### src/rtl/qdiv_seq.sv
// qdiv_seq: sequential signed Qm.Q divider, c = a / b.
// Restoring radix-2 on magnitudes, one quotient bit per clock.
//
// Parameters:
//   Q  fractional bits of a, b and c
//   N  total word width, sign bit included
//
// Ports:
//   clk          rising-edge clock
//   rst_n        async active-low reset
//   a, b         dividend / divisor, sampled on accept
//   in_valid     operands present
//   in_ready     divider idle, can accept
//   c            quotient, held while out_valid
//   out_valid    result available
//   out_ready    consumer takes result
//   div_by_zero  b was zero (valid with out_valid)
//   overflow     quotient not representable (valid with out_valid)
//
// Build option QDIV_SATURATE_EN: saturate c on overflow and on
// divide-by-zero instead of wrapping / returning zero.

module qdiv_seq #(
  parameter int Q = 15,
  parameter int N = 32
) (
  input  logic         clk,
  input  logic         rst_n,
  input  logic [N-1:0] a,
  input  logic [N-1:0] b,
  input  logic         in_valid,
  output logic         in_ready,
  output logic [N-1:0] c,
  output logic         out_valid,
  input  logic         out_ready,
  output logic         div_by_zero,
  output logic         overflow
);

  localparam int W  = N + Q;
  localparam int CW = $clog2(W + 1);

  localparam logic [1:0] S_IDLE = 2'd0;
  localparam logic [1:0] S_CALC = 2'd1;
  localparam logic [1:0] S_FIX  = 2'd2;
  localparam logic [1:0] S_DONE = 2'd3;

  localparam logic [N-1:0] MAX_POS = {1'b0, {(N-1){1'b1}}};
  localparam logic [N-1:0] MIN_NEG = {1'b1, {(N-1){1'b0}}};

  logic [1:0]    state;
  logic          sign;
  logic          dz;
  logic [N-1:0]  abs_b;
  logic [W-1:0]  dvd;
  logic [N:0]    rem;
  logic [W-1:0]  qm;
  logic [CW-1:0] cnt;

`ifdef QDIV_SATURATE_EN
  logic          a_neg;
`endif

  logic          accept;
  logic [N-1:0]  abs_a_in;
  logic [N-1:0]  abs_b_in;
  logic [N+1:0]  rem_sh;
  logic          ge;
  logic          ov_pos;
  logic          ov_neg;
  logic          ovf;
  logic [N-1:0]  wrap;
  logic [N-1:0]  res_c;
  logic          res_ov;

  assign in_ready  = (state == S_IDLE);
  assign out_valid = (state == S_DONE);
  assign accept    = in_valid & in_ready;

  // -MIN_NEG wraps to MIN_NEG, which read unsigned is 2^(N-1).
  assign abs_a_in = a[N-1] ? -a : a;
  assign abs_b_in = b[N-1] ? -b : b;

  // Remainder stays below |b|, so the shifted value
  // never needs more than N+1 bits; the extra top bit
  // keeps the compare exact.
  assign rem_sh = {rem, dvd[W-1]};
  assign ge     = rem_sh >= {2'b00, abs_b};

  // qm is compared at full width so bits above N count.
  assign ov_pos = qm > {{Q{1'b0}}, MAX_POS};
  assign ov_neg = qm > {{Q{1'b0}}, MIN_NEG};
  assign ovf    = sign ? ov_neg : ov_pos;

  // Low N bits of -qm equal the negation of qm's low N bits.
  assign wrap = sign ? -qm[N-1:0] : qm[N-1:0];

  always_comb begin
    res_c  = '0;
    res_ov = 1'b0;
    if (dz) begin
`ifdef QDIV_SATURATE_EN
      res_c = a_neg ? MIN_NEG : MAX_POS;
`else
      res_c = '0;
`endif
    end else begin
      res_ov = ovf;
`ifdef QDIV_SATURATE_EN
      if (ovf) res_c = sign ? MIN_NEG : MAX_POS;
      else     res_c = wrap;
`else
      res_c = wrap;
`endif
    end
  end

  always_ff @(posedge clk or negedge rst_n) begin
    if (!rst_n) begin
      state       <= S_IDLE;
      sign        <= 1'b0;
      dz          <= 1'b0;
      abs_b       <= '0;
      dvd         <= '0;
      rem         <= '0;
      qm          <= '0;
      cnt         <= '0;
      c           <= '0;
      div_by_zero <= 1'b0;
      overflow    <= 1'b0;
`ifdef QDIV_SATURATE_EN
      a_neg       <= 1'b0;
`endif
    end else begin
      case (state)
        S_IDLE: begin
          if (accept) begin
            sign  <= a[N-1] ^ b[N-1];
            abs_b <= abs_b_in;
            dvd   <= {abs_a_in, {Q{1'b0}}};
            rem   <= '0;
            qm    <= '0;
            cnt   <= CW'(W);
            dz    <= (b == '0);
`ifdef QDIV_SATURATE_EN
            a_neg <= a[N-1];
`endif
            state <= (b == '0) ? S_FIX : S_CALC;
          end
        end
        S_CALC: begin
          if (ge) rem <= rem_sh[N:0] - {1'b0, abs_b};
          else    rem <= rem_sh[N:0];
          dvd <= {dvd[W-2:0], 1'b0};
          qm  <= {qm[W-2:0], ge};
          cnt <= cnt - CW'(1);
          if (cnt == CW'(1)) state <= S_FIX;
        end
        S_FIX: begin
          c           <= res_c;
          div_by_zero <= dz;
          overflow    <= res_ov;
          state       <= S_DONE;
        end
        S_DONE: begin
          if (out_ready) state <= S_IDLE;
        end
        default: state <= S_IDLE;
      endcase
    end
  end

endmodule

### config.mk
export PLATFORM = sky130hd
export DESIGN_NAME = qdiv_seq
export DESIGN_NICKNAME = d
export VERILOG_FILES = /design/src/rtl/qdiv_seq.sv
export SDC_FILE = /design/constraint.sdc
export NUM_CORES = 1
export LEC_CHECK = 0
export BUFFER_PORTS_ARGS = -buffer_cell sky130_fd_sc_hd__buf_2
export CAP_MARGIN = 25
export CORE_MARGIN = 2
export CORE_UTILIZATION = 61
export DETAILED_ROUTE_END_ITERATION = 8
export PLACE_DENSITY = 0.82
export SYNTH_ARGS = -nofsm -noshare
export SYNTH_HDL_FRONTEND = slang
export SYNTH_SLANG_ARGS = --single-unit
### constraint.sdc
create_clock -name clk -period 3.5 [get_ports clk]
set_input_delay 0.7 -clock clk [delete_from_list [all_inputs] [get_ports clk]]
set_output_delay 0.7 -clock clk [all_outputs]
set_load 0.05 [all_outputs]
==> results.txt <==
status - finished clean
CTS clk-pin slew, worst paths - 0.08 ns
WP data required - 3.84 ns
final instance area - 0.0128 mm^2
Synth area leader - dfrtp_1
max_slew headroom - 0.353
WL/cell - 17.2 um
core footprint - 0.0181 mm^2
critical path endpoint category - flip-flop
initial DRC count - 943
post-synth cell types - 62
CTS root buf - clkbuf_16
Fill cells - 1347
die area - 0.0197 mm^2
CP Cell Sequence - or4_1, or3_1, or3_1, or2_2, nand2b_1, o31ai_1, a41oi_1, a21o_1
switching power - 6.83 mW
Syn-to-layout area delta - 12.8%
placed cells - 1553
final core occ - 0.707
leading register cell type out of synthesis - dfrtp_1
power share of the combinational group - 0.603
peak supply drop - 0.000593 V
Placed Area - 0.0122 mm^2
Worst Skew - 0.0114 ns
worst hold path class - in -> async
Sw Share - 0.488
gpl congestion - 0.933
Layout Nets - 1454
asr flop ratio synth - 1.00
share of the synthesized area in the top cell type - 0.415
vias in the first global route - 9241
GRT Resource Usage Total - 0.286
Post-Route WL - 27.3 mm
CTS Hold Bufs - 0
sequential-to-total area share from yosys stat - 0.415
DIE WIDTH - 140 um
Yosys warnings - 0
Flop pwr share - 0.256
initial core utilization - 0.627
worst-path fanout max - 5
GR peak layer - met2
top cells by area, synth - dfrtp_1 41%, xor2_1 6.4%, o21ai_0 6.4%, nand2_1 5.0%, ha_1 4.6%
RSZ-0062 raised after global routing - no
drt drc - 0
most common cell in the netlist - dfrtp_1
max-slew violations - 0
Synth Register Bits - 188
M3 GR Usage - 0.0475
GR Util met1 - 0.398
met2 GRT Util - 0.471
Buffers on Ports - 103
CP arrival - 3.62 ns
fin crit share - 0.936
die height - 140 um
Static Leak - 6.09 nW
CP max stage cell - or4_1
PD cells - 1100 mW/mm^2
DR vias - 9720
Critical Path Source Type - flip-flop
min cycle time layout - 3.28 ns
initial antenna violation count - 2
Setup Buffers After CTS - 0
Worst path most repeated cell - or3_1
layout cells sized above 1 - 0.140
Slew @ Worst Pin - 0.970 ns
I/O pin count - 104
Congestion Overflow GR - 0
CP peak stage delay - 0.58 ns
Vias/cell - 6.13
EDFF count, synth - 0
critical path class - reg -> reg
clock power share - 0.141
std cell rows - 49
Int Pwr - 7.18 mW
DR pass1 iterations - 5
diode count - 0
synthesized area - 0.0113 mm^2
Worst R2R Setup Slack - 0.22 ns
antenna-violating nets left - 0
syn_nets - 1375
TritonCTS buffer count - 17
final std cells w/o fill - 1585
H-tree depth - 4
Syn Inst Count - 1264
max-cap check violation count - 0
CTS tree - built
fmax - 0.305 GHz
Worst-Skew Late Latency - 0.45 ns
Commonest cells post-synth - 188 x dfrtp_1, 152 x nand2_1, 145 x o21ai_0
first-pass GRT wire length - 45.9 mm
CTS Buffer Depth - 2
final setup vio count - 0
Final Hold Viols - 0
# resized after CTS - 0
largest net degree at the start of global routing - 86
Sink Count - 188
syn avg cell area - 8.97 um^2
dpl hpwl - 19.3 mm
registers in the layout, indices dropped and copies added (netlist names):
| name | cells |
|---|---|
| overflow | 1 |
| state | 2 |
| c | 32 |
| sign | 1 |
| rem | 33 |
| dvd | 32 |
| abs_b | 32 |
| qm | 47 |
| dz | 1 |
| cnt | 6 |
| div_by_zero | 1 |
area by class of cell:
type	count	area (um^2)	area share
timing repair buffer	138	820	0.0641
clock inverter	15	186	0.0146
multi-input combinational	946	6170	0.482
tap	229	287	0.0224
inverter	52	195	0.0153
sequential	188	4700	0.368
clock buffer	17	425	0.0333
metal layers:
metal	vias to the layer above	wire [um]	part of all wire
li1	4674	-	-
met3	51	1530	0.056
met5	-	27	0.00099
met4	4	479	0.018
met1	4674	12300	0.45
met2	317	12900	0.47
worst max-delay path: cells and delay by family (launching register included):
kind,cells,cell delay [ns]
simple gates,5,1.92
compound gates,3,0.81
flops,1,0.44
final timing paths:
| path | start | endpoint | cells past startpoint |
|---|---|---|---|
| max reg2reg | qm[9]$_DFFE_PN0P_ | overflow$_DFFE_PN0P_ | 8 |
| min | rst_n | abs_b[21]$_DFFE_PN0P_ | 1 |
| min reg2reg | dvd[41]$_DFFE_PN0P_ | dvd[41]$_DFFE_PN0P_ | 2 |
| max | qm[9]$_DFFE_PN0P_ | overflow$_DFFE_PN0P_ | 8 |
| min in group clk | dvd[41]$_DFFE_PN0P_ | dvd[41]$_DFFE_PN0P_ | 2 |
| max in group asynchronous | rst_n | dvd[45]$_DFFE_PN0P_ | 2 |
layout by cell type, fill, tap and decap left out, drive strengths merged, types with 5 or more instances in the layout:
cell type / n
a21o: 22
clkbuf: 18
o21a: 6
xnor2: 38
a22o: 47
inv: 60
and3: 5
or2: 6
nand2b: 9
nor3: 11
clkinv: 5
a21oi: 69
nor4: 15
or4: 16
nor2b: 12
nand4: 11
o2bb2ai: 26
nand3: 20
o21ai: 146
a31oi: 12
buf: 137
ha: 42
nor2: 73
o31ai: 29
xor2: 83
or3: 14
o211ai: 7
dfrtp: 188
nand2: 153
mux2i: 24
o41ai: 11
power by group through the flow:
stage | clock (mW) | combinational (mW) | sequential [mW]
after floorplan | 0 | 5.88 | 3.89
after detailed placement | 0 | 8.27 | 3.60
after global routing | 2.09 | 9.33 | 3.69
after global placement | 0 | 7.97 | 3.56
after CTS | 1.99 | 8.37 | 3.58
final | 1.98 | 8.45 | 3.59
cells by family after synthesis:
| kind of cell | count (synthesis) | synth area share |
|---|---|---|
| DFF | 188 | 0.415 |
| muxes | 27 | 0.0242 |
| adders and majority gates | 43 | 0.0481 |
| xor gates and xnor gates | 121 | 0.0935 |
| buffers and inverters | 130 | 0.0434 |
| and+or+nand+nor | 355 | 0.149 |
| AOI/OAI and AO/OA | 400 | 0.227 |
metrics by stage:
stage	total power, mW	TNS (ns)	worst slack [ns]	hold slack, ns
floorplan	9.77	0	0.0891	0.404
global placement	11.5	-0.0441	-0.0441	0.458
detailed placement	11.9	-0.312	-0.157	0.465
CTS	13.9	0	0.250	0.330
global route	15.1	0	0.0141	0.351
finish	14.0	0	0.223	0.300
No activity file was read; power rests on OpenSTA's default activity.
